## src/rtl/core_pkg.sv

```systemverilog
// -----------------------------------------------------------------------------
// core_pkg
// Shared definitions for the multi-cycle RV32I-subset control path:
// opcode / funct3 constants, sequencer state and instruction-class enums,
// and the datapath select encodings, which match the single-cycle decoder.
// -----------------------------------------------------------------------------
package core_pkg;

  // Supported major opcodes (IR[6:0])
  localparam logic [6:0] OP_LUI    = 7'b0110111;
  localparam logic [6:0] OP_AUIPC  = 7'b0010111;
  localparam logic [6:0] OP_JAL    = 7'b1101111;
  localparam logic [6:0] OP_JALR   = 7'b1100111;
  localparam logic [6:0] OP_BRANCH = 7'b1100011;
  localparam logic [6:0] OP_LOAD   = 7'b0000011;
  localparam logic [6:0] OP_STORE  = 7'b0100011;
  localparam logic [6:0] OP_CALCI  = 7'b0010011;
  localparam logic [6:0] OP_CALC   = 7'b0110011;

  // The only ALU funct3 values this core executes
  localparam logic [2:0] F3_ADD = 3'b000;
  localparam logic [2:0] F3_SLT = 3'b010;

  // pc_src
  localparam logic [1:0] PC_PLUS4 = 2'b00;
  localparam logic [1:0] PC_IMM   = 2'b01;
  localparam logic [1:0] PC_ALU   = 2'b10;

  // memtoreg
  localparam logic [1:0] WB_ALU   = 2'b00;
  localparam logic [1:0] WB_MEM   = 2'b01;
  localparam logic [1:0] WB_PC4   = 2'b10;
  localparam logic [1:0] WB_PCIMM = 2'b11;

  // aluop
  localparam logic [1:0] ALU_ADD = 2'b00;
  localparam logic [1:0] ALU_SUB = 2'b01;
  localparam logic [1:0] ALU_SLT = 2'b10;

  // err_code
  localparam logic [1:0] ERR_NONE    = 2'b00;
  localparam logic [1:0] ERR_ILLEGAL = 2'b01;
  localparam logic [1:0] ERR_TIMEOUT = 2'b10;

  typedef enum logic [2:0] {
    FETCH, DECODE, EXEC, MEM, WB, TRAP
  } state_t;

  typedef enum logic [3:0] {
    IC_LUI, IC_AUIPC, IC_JAL, IC_JALR, IC_BRANCH,
    IC_LOAD, IC_STORE, IC_CALCI, IC_CALC
  } iclass_t;

endpackage

```

## src/rtl/mc_decode.sv

```systemverilog
// -----------------------------------------------------------------------------
// mc_decode
// Combinational classifier: opcode/funct3 -> instruction class + illegal flag.
// Ports:
//   i_opcode  [6:0]  IR[6:0]
//   i_funct3  [2:0]  IR[14:12]
//   o_iclass         instruction class (don't-care when o_illegal)
//   o_illegal        opcode unsupported, or CALC/CALCI funct3 not ADD/SLT
// -----------------------------------------------------------------------------
module mc_decode
  import core_pkg::*;
(
  input  logic [6:0] i_opcode,
  input  logic [2:0] i_funct3,
  output iclass_t    o_iclass,
  output logic       o_illegal
);

  logic w_f3_ok;
  assign w_f3_ok = (i_funct3 == F3_ADD) || (i_funct3 == F3_SLT);

  // NOTE: every output gets a default before the case, so no path through
  // the block leaves a variable unassigned and no latch is inferred.
  always_comb begin
    o_iclass  = IC_LUI;
    o_illegal = 1'b0;
    case (i_opcode)
      OP_LUI:    o_iclass = IC_LUI;
      OP_AUIPC:  o_iclass = IC_AUIPC;
      OP_JAL:    o_iclass = IC_JAL;
      OP_JALR:   o_iclass = IC_JALR;
      OP_BRANCH: o_iclass = IC_BRANCH;
      OP_LOAD:   o_iclass = IC_LOAD;
      OP_STORE:  o_iclass = IC_STORE;
      OP_CALCI: begin
        o_iclass  = IC_CALCI;
        o_illegal = !w_f3_ok;
      end
      OP_CALC: begin
        o_iclass  = IC_CALC;
        o_illegal = !w_f3_ok;
      end
      default:   o_illegal = 1'b1;
    endcase
  end

endmodule

```

## src/rtl/multi_cycle_control.sv

```systemverilog
// -----------------------------------------------------------------------------
// multi_cycle_control
// FETCH/DECODE/EXEC/MEM/WB sequencer for the RV32I-subset core with one shared
// memory port. Sticky TRAP on illegal instruction or memory timeout.
// Ports:
//   clk, rstn                 clock, asynchronous active-low reset
//   opcode, funct3            IR fields, valid from DECODE onward
//   br_taken                  ALU branch condition, valid in EXEC
//   mem_ready                 memory completes current access this cycle
//   mem_req/mem_we/mem_sel    memory request, write strobe, address select
//   ir_write, pc_write        IR / PC load strobes (completing cycle only)
//   pc_src, memtoreg          PC and write-back selects
//   aluop, alusrc0, alusrc1   ALU operation and operand selects
//   regwrite                  register file write enable
//   halted, err_code          in TRAP, sticky trap cause
//   retire_cnt                instructions retired since reset (wraps)
// -----------------------------------------------------------------------------
module multi_cycle_control
  import core_pkg::*;
#(
  parameter int MEM_TIMEOUT = 16,
  parameter int CNT_W       = 32
) (
  input  logic             clk,
  input  logic             rstn,
  input  logic [6:0]       opcode,
  input  logic [2:0]       funct3,
  input  logic             br_taken,
  input  logic             mem_ready,
  output logic             mem_req,
  output logic             mem_we,
  output logic             mem_sel,
  output logic             ir_write,
  output logic             pc_write,
  output logic [1:0]       pc_src,
  output logic [1:0]       memtoreg,
  output logic [1:0]       aluop,
  output logic             alusrc0,
  output logic             alusrc1,
  output logic             regwrite,
  output logic             halted,
  output logic [1:0]       err_code,
  output logic [CNT_W-1:0] retire_cnt
);

  // Wait counter only ever holds 0 .. MEM_TIMEOUT-1
  localparam int WAIT_W = (MEM_TIMEOUT > 1) ? $clog2(MEM_TIMEOUT) : 1;

  state_t            r_state;
  iclass_t           r_class;
  logic              r_slt;
  logic [WAIT_W-1:0] r_wait;
  logic [CNT_W-1:0]  r_retire;
  logic [1:0]        r_err;

  iclass_t     w_class;
  logic        w_illegal;
  logic        w_waiting;
  logic        w_timeout;
  logic        w_retire;
  logic [1:0]  w_aluop;
  logic        w_src0;
  logic        w_src1;

  mc_decode u_decode (
    .i_opcode  (opcode),
    .i_funct3  (funct3),
    .o_iclass  (w_class),
    .o_illegal (w_illegal)
  );

  // A memory phase that has not completed this cycle; the last allowed
  // cycle still completes if mem_ready arrives in it.
  assign w_waiting = ((r_state == FETCH) || (r_state == MEM)) && !mem_ready;
  assign w_timeout = w_waiting && (r_wait == WAIT_W'(MEM_TIMEOUT - 1));

  // ALU controls depend only on the latched class, so EXEC and the following
  // MEM/WB see identical operands.
  always_comb begin
    w_aluop = ALU_ADD;
    w_src0  = 1'b0;
    w_src1  = 1'b0;
    case (r_class)
      IC_LUI: begin
        w_src0 = 1'b1;                      // zero + imm
        w_src1 = 1'b1;
      end
      IC_LOAD, IC_STORE, IC_JALR: w_src1 = 1'b1;
      IC_CALCI: begin
        w_src1  = 1'b1;
        w_aluop = r_slt ? ALU_SLT : ALU_ADD;
      end
      IC_CALC:   w_aluop = r_slt ? ALU_SLT : ALU_ADD;
      IC_BRANCH: w_aluop = ALU_SUB;
      default: ;
    endcase
  end

  // Output decode from the registered state. Gated by rstn so every strobe
  // (mem_req included) is low while reset is held and drops the instant it
  // is asserted.
  always_comb begin
    mem_req  = 1'b0;
    mem_we   = 1'b0;
    mem_sel  = 1'b0;
    ir_write = 1'b0;
    pc_write = 1'b0;
    pc_src   = PC_PLUS4;
    memtoreg = WB_ALU;
    aluop    = ALU_ADD;
    alusrc0  = 1'b0;
    alusrc1  = 1'b0;
    regwrite = 1'b0;
    halted   = 1'b0;
    w_retire = 1'b0;
    if (rstn) begin
      case (r_state)
        FETCH: begin
          mem_req  = 1'b1;
          ir_write = mem_ready;
        end
        EXEC: begin
          aluop   = w_aluop;
          alusrc0 = w_src0;
          alusrc1 = w_src1;
          case (r_class)
            IC_BRANCH: begin
              pc_write = 1'b1;
              pc_src   = br_taken ? PC_IMM : PC_PLUS4;
              w_retire = 1'b1;
            end
            IC_JAL: begin
              regwrite = 1'b1;
              memtoreg = WB_PC4;
              pc_write = 1'b1;
              pc_src   = PC_IMM;
              w_retire = 1'b1;
            end
            IC_JALR: begin
              regwrite = 1'b1;
              memtoreg = WB_PC4;
              pc_write = 1'b1;
              pc_src   = PC_ALU;
              w_retire = 1'b1;
            end
            default: ;
          endcase
        end
        MEM: begin
          mem_req = 1'b1;
          mem_sel = 1'b1;
          mem_we  = (r_class == IC_STORE);
          aluop   = w_aluop;
          alusrc0 = w_src0;
          alusrc1 = w_src1;
          if (mem_ready && (r_class == IC_STORE)) begin
            pc_write = 1'b1;
            w_retire = 1'b1;
          end
        end
        WB: begin
          aluop    = w_aluop;
          alusrc0  = w_src0;
          alusrc1  = w_src1;
          regwrite = 1'b1;
          pc_write = 1'b1;
          w_retire = 1'b1;
          if (r_class == IC_LOAD)       memtoreg = WB_MEM;
          else if (r_class == IC_AUIPC) memtoreg = WB_PCIMM;
        end
        TRAP:    halted = 1'b1;
        default: ;
      endcase
    end
  end

  // NOTE: all state is updated with non-blocking assignments so every
  // register samples the pre-edge values, independent of statement order.
  always_ff @(posedge clk or negedge rstn) begin
    if (!rstn) begin
      r_state  <= FETCH;
      r_class  <= IC_LUI;
      r_slt    <= 1'b0;
      r_wait   <= '0;
      r_retire <= '0;
      r_err    <= ERR_NONE;
    end else begin
      if (w_retire) r_retire <= r_retire + CNT_W'(1);
      // Count only while stalled in a memory phase; any state change clears it.
      r_wait <= (w_waiting && !w_timeout) ? r_wait + WAIT_W'(1) : '0;
      case (r_state)
        FETCH: begin
          if (mem_ready) r_state <= DECODE;
          else if (w_timeout) begin
            r_state <= TRAP;
            r_err   <= ERR_TIMEOUT;
          end
        end
        DECODE: begin
          r_class <= w_class;
          r_slt   <= (funct3 == F3_SLT);
          if (w_illegal) begin
            r_state <= TRAP;
            r_err   <= ERR_ILLEGAL;
          end else begin
            r_state <= EXEC;
          end
        end
        EXEC: begin
          case (r_class)
            IC_BRANCH, IC_JAL, IC_JALR: r_state <= FETCH;
            IC_LOAD, IC_STORE:          r_state <= MEM;
            default:                    r_state <= WB;
          endcase
        end
        MEM: begin
          if (mem_ready) r_state <= (r_class == IC_LOAD) ? WB : FETCH;
          else if (w_timeout) begin
            r_state <= TRAP;
            r_err   <= ERR_TIMEOUT;
          end
        end
        WB:      r_state <= FETCH;
        default: r_state <= TRAP;           // TRAP is left only through rstn
      endcase
    end
  end

  assign err_code   = r_err;
  assign retire_cnt = r_retire;

endmodule

```

## config.mk

```make
export PLATFORM = sky130hd
export DESIGN_NAME = multi_cycle_control
export DESIGN_NICKNAME = d
export VERILOG_FILES = /design/src/rtl/core_pkg.sv /design/src/rtl/mc_decode.sv /design/src/rtl/multi_cycle_control.sv
export SDC_FILE = /design/constraint.sdc
export NUM_CORES = 1
export LEC_CHECK = 0
export ABC_CLOCK_PERIOD_IN_PS = 2200
export CELL_PAD_IN_SITES_DETAIL_PLACEMENT = 0
export CELL_PAD_IN_SITES_GLOBAL_PLACEMENT = 1
export CORE_MARGIN = 4
export CORE_UTILIZATION = 38
export DETAILED_ROUTE_END_ITERATION = 12
export PLACE_DENSITY_LB_ADDON = 0.1
export SLEW_MARGIN = 10
export SYNTH_ARGS = -nofsm -noshare
export SYNTH_HDL_FRONTEND = slang
export SYNTH_SLANG_ARGS = --single-unit
```

## constraint.sdc

```tcl
create_clock -name clk -period 2.2 [get_ports clk]
set_clock_uncertainty 0.15 [all_clocks]
set_input_delay 0.33 -clock clk [delete_from_list [all_inputs] [get_ports clk]]
set_output_delay 0.33 -clock clk [all_outputs]
set_load 0.02 [all_outputs]
```

* After elaboration in Yosys (flattened, before gate mapping)
Index checks and enable logic that the tools add are counted.
** Storage, ports and cells
- Flip-flop bits (word level) :: 46
- Bits of input ports :: 14
- Word-level logic and storage cells :: 108
** Operators by class
- $add $sub $neg :: 2
- Eq/ne operators :: 27
- Muxes and demuxes :: 50
- Reduce and logical (&&, ||, !) cells :: 23
** Operators with widths (number)
- $add 32x1->32 const B :: 1
- $pmux 4 s8 :: 1
- $mux 2 :: 12
- $mux 1 :: 22
- $eq 7x6->1 const B :: 3
- $eq 7x7->1 const B :: 3
- $eq 4x3->1 const B :: 4
- $mux 3 :: 5
- $pmux 3 s5 :: 1
- $eq 7x5->1 const B :: 2
- $pmux 2 s2 :: 3
- $reduce_or 2->1 :: 5
- $eq 3x2->1 const B :: 3
- $eq 4x2->1 const B :: 2
- $eq 4x4->1 const B :: 2
- $eq 7x2->1 const B :: 1
- $reduce_or 7->1 :: 1
- $eq 3x3->1 const B :: 2
- $logic_not 3->1 :: 2
- $pmux 2 s3 :: 1
- $pmux 3 s2 :: 1
- $reduce_or 3->1 :: 2
- $reduce_or 5->1 :: 1
- $add 4x1->4 const B :: 1
- 13 further kinds :: 21

* Depth between registers and ports, before layout
Gate-level depths: netlist (run 1).
- Word-level depth :: 7
- Depth in mapped cells :: 8
- Depth with buffers taken out :: 7

* Hierarchy
A second synthesis (run 1) with hierarchy kept.
** Unflattened totals
- Cells, all modules :: 269
- Area total of the unflattened synthesis :: 2585.0 µm²
** Modules (own cells, without submodules)
- multi_cycle_control :: times used 1, cells an instance 250, area an instance 2453.6 µm², sequential area each 1151.1 µm²
- mc_decode :: times used 1, cells an instance 19, area an instance 131.4 µm², sequential area each 0.0 µm²

* Worst setup path before layout (run 1)
OpenSTA, ideal clock, no wires.
- Path type :: register to output
- Start :: register r_state[1]
- End :: output alusrc1
- Arrival time :: 2.019 ns
- Data required time :: 1.720 ns
- Path slack :: -0.299 ns
- Stages on the path, launching flop included :: 5
- Path buffers :: 1
- Path through :: dfrtp_1 buf_2 nor3b_2 o21ai_0 a2111oi_0
** Between the ends
- Cells in the longest elaborated chain, start to end :: 4
** Ends and longest elaborated chain
- start: declaration :: RTL line multi_cycle_control.sv:49 : state_t r_state;
- start signal: assignment :: RTL line multi_cycle_control.sv:217 : if (mem_ready) r_state <= (r_class == IC_LOAD) ? WB : FETCH;
- $eq 3x2->1 / $eq 3x3->1 (equally long branches) :: RTL line multi_cycle_control.sv:117 : case (r_state)
- $reduce_or 3->1 (no line) *
- $mux 1 * :: RTL line multi_cycle_control.sv:117
- $mux 1 * :: RTL line multi_cycle_control.sv:116 : if (rstn) begin
- end: declaration :: RTL line multi_cycle_control.sv:39 : output logic alusrc1,
Every way passes the cells marked *; elsewhere a longest branch is shown, timed or not.

* Worst setup path after layout (run 1)
- Start :: register r_state[1]
- End :: output pc_write
** Between the ends
- Cells in the longest elaborated chain, start to end :: 3
** Ends and longest elaborated chain
- $eq 3x3->1 / $eq 3x2->1 (equally long branches) :: RTL line multi_cycle_control.sv:117
- $pmux 1 s3 * :: RTL line multi_cycle_control.sv:117
- $mux 1 * :: RTL line multi_cycle_control.sv:116
- end: declaration :: RTL line multi_cycle_control.sv:34 : output logic pc_write,
Marked as above.

==> flow_summary_export.csv, run 1 <==
group,metric,value,unit
floorplan,initial_core_util,39.10,%
clock_tree,ctsLongestPathBuffers,2,
routing,post_drt_wl_per_cell,14.15,um
clock_tree,clock-root-buffer,"clkbuf_8",
run_status,status,"complete, no violations",
routing,detail-route-antenna-nets,0,
synthesis,synth_nets,298,
global_routing,remaining_overflow_grt,0,
synthesis,synth_sequential_area_ratio,43.33,%
sta,finalHoldViolCount,0,
critical_path,timing.reg2reg.worst_path_depth,6,
synthesis,yosys.area.top_type,"dfrtp_1",
clock_tree,tritoncts,"yes",
layout,layout-drive-gt1-share,27.39,%
synthesis,synth.top_cells.by_area,"dfrtp_1, xor2_1, xnor2_1",
critical_path,worst-endpoint-arrival,1.69,ns
power_and_ir_drop,power_density_of_the_placed_cells,716.0,nW/um^2
synthesis,netlist.area_leader.share,43.33,%
floorplan,pin_count,63,
global_routing,vias_in_the_first_global_route,2439,
power_and_ir_drop,power.total,2.812,mW
placed_design,preCtsSetupSlack,-0.3165,ns
synthesis,ys_types,52,
synthesis,postSynthCellCount,282,
placed_design,final_wtd_congestion,0.8442,
routing,postRouteWirelength,6.992,mm
routing,detailedRoute.firstIterationViolations,79,
clock_tree,cts-buffers-inserted,5,
routing,route.vias.total,2492,
synthesis,async_flop_share,100.0,%
critical_path,crit_type,"reg -> out",
global_routing,grt_pass1_wl,11.75,mm
floorplan,chipWidth,91.61,um
sta,maxSlewHeadroom,64.19,%
placed_design,placement.io_buffers,62,
worst_hold_path,min-delay-path-class,"in -> async",
sta,setup-violations-final,0,
synthesis,ys_seq_elements,46,
power_and_ir_drop,power_leakage,1.759,nW
sta,fmaxAchievable,460.1,MHz
global_routing,grt_max_degree,35,
sta,final_period_demand_of_the_worst_path,2.174,ns
placed_design,detailedPlacementHpwl,5.206,mm
sta,maxSlewViolCount,0,
layout,nFillCells,639,
synthesis,syn_avg_cell_area,9.419,um^2
sta,timing.final.crit_share,98.80,%
critical_path,r2r-start,"r_class[3]$_DFFE_PN0P_",
synthesis,edff_count_synth,0,
critical_path,setup.reg_to_reg.worst_slack,0.06,ns
synthesis,synth_flop_cell,"dfrtp_1",
critical_path,worst_setup_path_start_kind,"flop",
run,max-cap-violations,0,
floorplan,row_count,30,
global_routing,groute.usage.overall,17.17,%
critical_path,crit_path_end_kind,"output pin",
critical_path,rr_endpoint,"retire_cnt[29]$_DFFE_PN0P_",
layout,layout_area_overhead,47.86,%
routing,avgViaCountPerCell,5.045,
critical_path,worst-endpoint-required,1.72,ns
clock_tree,worstSkewPairLatency,0.30,ns
sta,unrepaired_setup_endpoints_after_global_routing,"yes",
routing,drc,0,
clock_tree,clkTransAtPathRegs,0.09,ns
critical_path,worstPathMaxFanout,11,
synthesis,synth-warning-count,0,
synthesis,syn-cell-area,2656,um^2
clock_tree,cts_max_level,2,
floorplan,coreArea,6794,um^2
sta,final_critical_path_setup_slack,0.02635,ns
sta,timing_worst_slew_pin_value,0.5330,ns
floorplan,floorplan.die.height,91.61,um
global_routing,grt_antenna_before_repair,0,
routing,detailed_router_iteration_count_before_antenna_repair,4,
floorplan,die_area,8391,um^2
layout,finish.net_count,413,
power_and_ir_drop,power.ir.vdd_worst,0.4234,mV
clock_tree,clkSinkCount,46,
layout,num_antenna_cells,0,
## flip-flops by register name, indices dropped and copies added (netlist names)
name,count
r_state,3
retire_cnt,32
r_class,4
err_code,2
r_wait,4
r_slt,1
## cell usage after synthesis (3+ instances only)
cell       n
nand2b_1   5
nor4_2     5
o21ai_0    9
nand2_1   28
nor2b_1    4
nor2_1    23
o211ai_1   3
buf_2      8
nor4_1     9
a31oi_1    3
clkbuf_1   5
nand3b_1   3
xnor2_1   18
or4_1      3
dfrtp_1   46
a21oi_1    4
nand3_1   16
and3_1    10
xor2_1    19
nand4_1    9
nor3_1    11
## metal layers
| layer | global-route usage, % | part of all wire, % | vias to the layer above |
|---|---|---|---|
| met5 | 0 | 0 | - |
| met4 | 5.151 | 1.4 | 0 |
| met3 | 3.314 | 3.8 | 8 |
| met2 | 27.81 | 48 | 51 |
| met1 | 23.15 | 47 | 1173 |
| li1 | - | - | 1260 |
## where the power goes
group	switching [mW]	internal, mW	leakage [nW]	total (mW)
combinational	0.620	0.568	1.09	1.19
clock	0.309	0.253	0.0472	0.562
sequential	0.116	0.945	0.619	1.06
## worst max-delay path, cell delays in order, from the launching register on
cell and delay [ns]:
dfrtp_1 0.39, buf_4 0.21, and3b_2 0.24, o2111ai_1 0.12
and3_1 0.21, inv_2 0.07, buf_2 0.16
## per-stage QoR
step	area, um^2	hold slack (ns)	utilization (%)	setup TNS, ns	std cells
floorplan	2663	-0.1156	-	0	282
CTS	3825	0.0005130	56.30	0	489
global placement	3719	0.1163	54.73	-2.604	478
global route	3928	0.01396	57.81	-0.2130	494
finish	3928	0.005055	57.81	0	494
detailed placement	3719	0.1188	54.73	-3.227	478
## cell families (layout without fill, tap and decap cells)
group | count (synthesis) | in the layout | share of synthesized area [%]
and+or+nand+nor | 147 | 148 | 32.17
DFF | 46 | 46 | 43.33
xor gates and xnor gates | 37 | 37 | 12.20
AOI/OAI and AO/OA | 33 | 33 | 8.291
buffers and inverters | 17 | 132 | 3.062
adders and majority gates | 2 | 2 | 0.9419
## layout make-up
| cell class | instances | area [um^2] | area share (%) |
|---|---|---|---|
| multi-input combinational | 220 | 1530 | 38.96 |
| sequential | 46 | 1154 | 29.37 |
| timing repair buffer | 121 | 1017 | 25.90 |
| tap | 96 | 120.1 | 3.058 |
| clock buffer | 6 | 82.58 | 2.103 |
| clock inverter | 2 | 12.51 | 0.3186 |
| inverter | 3 | 11.26 | 0.2867 |
## how the worst max path moves through the flow
| stage | endpoint | start | slack (ns) |
|---|---|---|---|
| 6_report | pc_write | r_state[1]$_DFF_PN0_ | 0.03 |
| 5_1_grt | pc_write | r_state[1]$_DFF_PN0_ | -0.08 |
| 4_1_cts | retire_cnt[27]$_DFFE_PN0P_ | r_wait[0]$_DFF_PN0_ | 0.003 |
| 3_5_place_dp | pc_write | mem_ready | -0.32 |
| 3_3_place_gp | pc_src[0] | br_taken | -0.28 |
| 2_1_floorplan | alusrc0 | r_state[1]$_DFF_PN0_ | 0.02 |
## what timing repair did
item / CTS / global route
resized for setup: 58 / 28
hold buffers: 3 / 0
endpoints found under the hold margin: 9 / 0
setup endpoints to repair: 20 / 22
gates cloned: 0 / 1
setup buffers: 0 / 4
pin swaps: 1 / 5
## cells in the final DEF, fill, tap and decap left out, types with 6 or more instances in the layout
cell type	Yosys	layout
and3_1	10	10
nor3_1	11	11
nor4_2	5	7
nand4_1	9	9
o21ai_0	9	8
buf_2	8	8
dfrtp_1	46	44
nand2_1	28	28
clkbuf_8	0	6
nand3_1	16	16
buf_4	0	55
nor2_1	23	23
xnor2_1	18	18
clkdlybuf4s50_1	0	46
xor2_1	19	19
Note: power is estimated with default switching activity, not from simulation.
==> run 2: changes to the inputs <==
--- a/config.mk
+++ b/config.mk
@@ -12,7 +12,7 @@
 export CORE_UTILIZATION = 38
 export DETAILED_ROUTE_END_ITERATION = 12
 export PLACE_DENSITY_LB_ADDON = 0.1
-export SLEW_MARGIN = 10
+export SLEW_MARGIN = 30
 export SYNTH_ARGS = -nofsm -noshare
 export SYNTH_HDL_FRONTEND = slang
 export SYNTH_SLANG_ARGS = --single-unit
==> results of run 2 <==
Same layout as run 1: the final DEF is identical, and so are final timing and power.
==> run 3: changes to the inputs <==
--- a/config.mk
+++ b/config.mk
@@ -8,11 +8,12 @@
 export ABC_CLOCK_PERIOD_IN_PS = 2200
 export CELL_PAD_IN_SITES_DETAIL_PLACEMENT = 0
 export CELL_PAD_IN_SITES_GLOBAL_PLACEMENT = 1
+export CORE_ASPECT_RATIO = 1.1
 export CORE_MARGIN = 4
 export CORE_UTILIZATION = 38
 export DETAILED_ROUTE_END_ITERATION = 12
 export PLACE_DENSITY_LB_ADDON = 0.1
-export SLEW_MARGIN = 30
+export SLEW_MARGIN = 20
 export SYNTH_ARGS = -nofsm -noshare
 export SYNTH_HDL_FRONTEND = slang
 export SYNTH_SLANG_ARGS = --single-unit
==> run 3 against run 2 <==
The flow now finishes with violations (hold timing). Sequential share of layout area rose by 0.54 points. Utilization rose by 0.069 points. First-iteration DRC count rose by 43%. Global-route usage rose by 0.86 points. Combinational power fell by 6%. Sequential power barely moved. Hold slack got worse by 0.021 ns. Routed wire length rose by 1.3%. Critical path depth fell by 3. Setup slack improved by 0.061 ns. Non-clock buffer count fell by 5. Largest cell class unchanged. Highest routed layer unchanged.
==> flow_summary_export.csv, run 3 (synthesis gave the netlist of run 1 again) <==
group,metric,value,unit
run_status,status,"finished, violations left",
run_status,violated_checks,"hold timing",
floorplan,initial_core_util,39.82,%
global_routing,grt_max_degree,40,
global_routing,vias_in_the_first_global_route,2464,
placed_design,final_wtd_congestion,0.7962,
floorplan,pin_count,63,
layout,finish.net_count,408,
global_routing,grt_pass1_wl,11.91,mm
critical_path,crit_path_cell_trace,"and4bb_1 -> and3_1 -> dlygate4sd2_1",
routing,detailed_router_iteration_count_before_antenna_repair,4,
critical_path,worst_setup_path_start_kind,"flop",
clock_tree,clkTransAtPathRegs,0.09,ns
layout,commonest_cells_after_routing_fill_and_taps_aside,"buf_4, clkdlybuf4s50_1, dfrtp_1, nand2_1, nor2_1",
critical_path,critPathLaunch,"r_class[0]$_DFFE_PN0P_",
routing,route.vias.total,2491,
critical_path,worst_path_dominant_cell_family,"simple AND/OR/NAND/NOR gates",
sta,timing.final.crit_share,96.02,%
sta,unrepaired_setup_endpoints_after_global_routing,"yes",
global_routing,groute.usage.overall,18.04,%
sta,maxSlewHeadroom,59.48,%
clock_tree,cts_max_level,2,
routing,postRouteWirelength,7.086,mm
layout,largest_reg_flops,32,
critical_path,timing.critical_path.depth,3,
critical_path,worstPathMaxFanout,6,
routing,detailedRoute.firstIterationViolations,113,
layout,most_common_cell_after_layout_fill_and_taps_aside,"buf_4",
critical_path,rr_endpoint,"retire_cnt[23]$_DFFE_PN0P_",
sta,timing_worst_slew_pin_value,0.6032,ns
global_routing,grt_antenna_before_repair,0,
floorplan,die_area,8393,um^2
run,max-cap-violations,0,
layout,non_filler_instance_count_after_layout,475,
power_and_ir_drop,power_leakage,1.707,nW
critical_path,critPathSlowestCell,"dfrtp_2",
critical_path,worst-endpoint-arrival,1.63,ns
critical_path,worst-endpoint-required,1.72,ns
sta,fmaxAchievable,473.4,MHz
critical_path,setup.worst_path.end,"mem_we",
clock_tree,cts-buffers-inserted,5,
clock_tree,tritoncts,"yes",
critical_path,crit_buf_inv,1,
sta,finalHoldViolCount,20,
critical_path,setup.reg_to_reg.worst_slack,0.14,ns
critical_path,r2r-start,"r_wait[0]$_DFF_PN0_",
power_and_ir_drop,power.total,2.823,mW
clock_tree,ctsLongestPathBuffers,2,
global_routing,remaining_overflow_grt,0,
sta,final_period_demand_of_the_worst_path,2.112,ns
routing,drc,0,
clock_tree,clock-root-buffer,"clkbuf_8",
critical_path,cp_slowest_stage_delay,0.45,ns
power_and_ir_drop,power.ir.vdd_worst,0.4899,mV
power_and_ir_drop,power_density_of_the_placed_cells,731.0,nW/um^2
floorplan,chipWidth,87.72,um
critical_path,timing.reg2reg.worst_path_depth,7,
critical_path,crit_type,"reg -> out",
layout,layout_area_overhead,45.36,%
sta,maxSlewViolCount,0,
sta,setup-violations-final,0,
worst_hold_path,min-delay-path-class,"in -> async",
routing,post_drt_wl_per_cell,14.92,um
sta,post_route_worst_hold_slack,-0.01578,ns
layout,num_antenna_cells,0,
floorplan,coreArea,6671,um^2
layout,layout-drive-gt1-share,25.70,%
placed_design,detailedPlacementHpwl,5.359,mm
routing,avgViaCountPerCell,5.244,
critical_path,crit_path_end_kind,"output pin",
floorplan,floorplan.die.height,95.69,um
clock_tree,worstSkewPairLatency,0.30,ns
placed_design,placed_cells,464,
clock_tree,clkSinkCount,46,
routing,detail-route-antenna-nets,0,
placed_design,placement.io_buffers,62,
floorplan,row_count,31,
## run 3: final cells by class
type                       instances  area [um^2]
clock buffer                       6        72.57
clock inverter                     2        37.54
fill                             601         2810
inverter                           3        11.26
multi-input combinational        220         1509
sequential                        46         1155
tap                               82        102.6
timing repair buffer             116        973.4
## run 3: layer usage
metal  GRT usage [%]  up-vias  routed length [um]
met5               0        -                   0
met4           4.348        0                  68
met3           3.168        6                 302
met2           30.59       59                3562
met1           23.86     1185                3152
li1                -     1241                   -
## run 3: metrics by stage
step / utilization, % / setup WS [ns] / TNS [ns] / area [um^2] / hold WS (ns)
3_3_place_gp: 55.48 / -0.3149 / -2.758 / 3701 / 0.2653
2_1_floorplan: - / 0.02497 / 0 / 2663 / -0.1156
4_1_cts: 57.24 / -0.01889 / -0.01889 / 3819 / 0.01683
5_1_grt: 57.88 / -0.08393 / -0.1860 / 3861 / 0.04292
6_report: 57.88 / 0.08756 / 0 / 3861 / -0.01578
3_5_place_dp: 55.48 / -0.3380 / -3.123 / 3701 / 0.2566
## run 3: worst min path at each step
stage | slack (ns) | end | startpoint | cells after the start
finish | -0.02 | retire_cnt[13]$_DFFE_PN0P_ | rstn | 2
global route | 0.04 | retire_cnt[13]$_DFFE_PN0P_ | rstn | 2
CTS | 0.02 | retire_cnt[13]$_DFFE_PN0P_ | rstn | 2
detailed placement | 0.26 | r_state[1]$_DFF_PN0_ | rstn | 3
global placement | 0.27 | r_state[1]$_DFF_PN0_ | rstn | 3
floorplan | -0.12 | err_code[0]$_DFFE_PN0P_ | rstn | 0
## run 3: worst reg2reg max path, stage by stage (launching register included)
cell and delay, ns:
dfrtp_1 0.39, ha_2 0.22, a31oi_4 0.15, buf_4 0.14, o2111ai_1 0.13, and3b_2 0.33, nor4b_2 0.32, xor2_1 0.16
## run 3: repair_timing
item | in CTS | in global routing
resized for setup | 57 | 20
setup endpoints to repair | 18 | 21
pin swaps | 1 | 2
setup buffers | 1 | 0
gates cloned | 0 | 1
endpoints found under the hold margin | 3 | 0
hold buffers | 1 | 0
## run 3: where the power goes
| group | total (mW) | internal [mW] | switching, mW | leakage [nW] |
|---|---|---|---|---|
| registers | 1.06 | 0.946 | 0.116 | 0.618 |
| clock network | 0.636 | 0.339 | 0.296 | 0.0514 |
| logic | 1.12 | 0.525 | 0.600 | 1.04 |
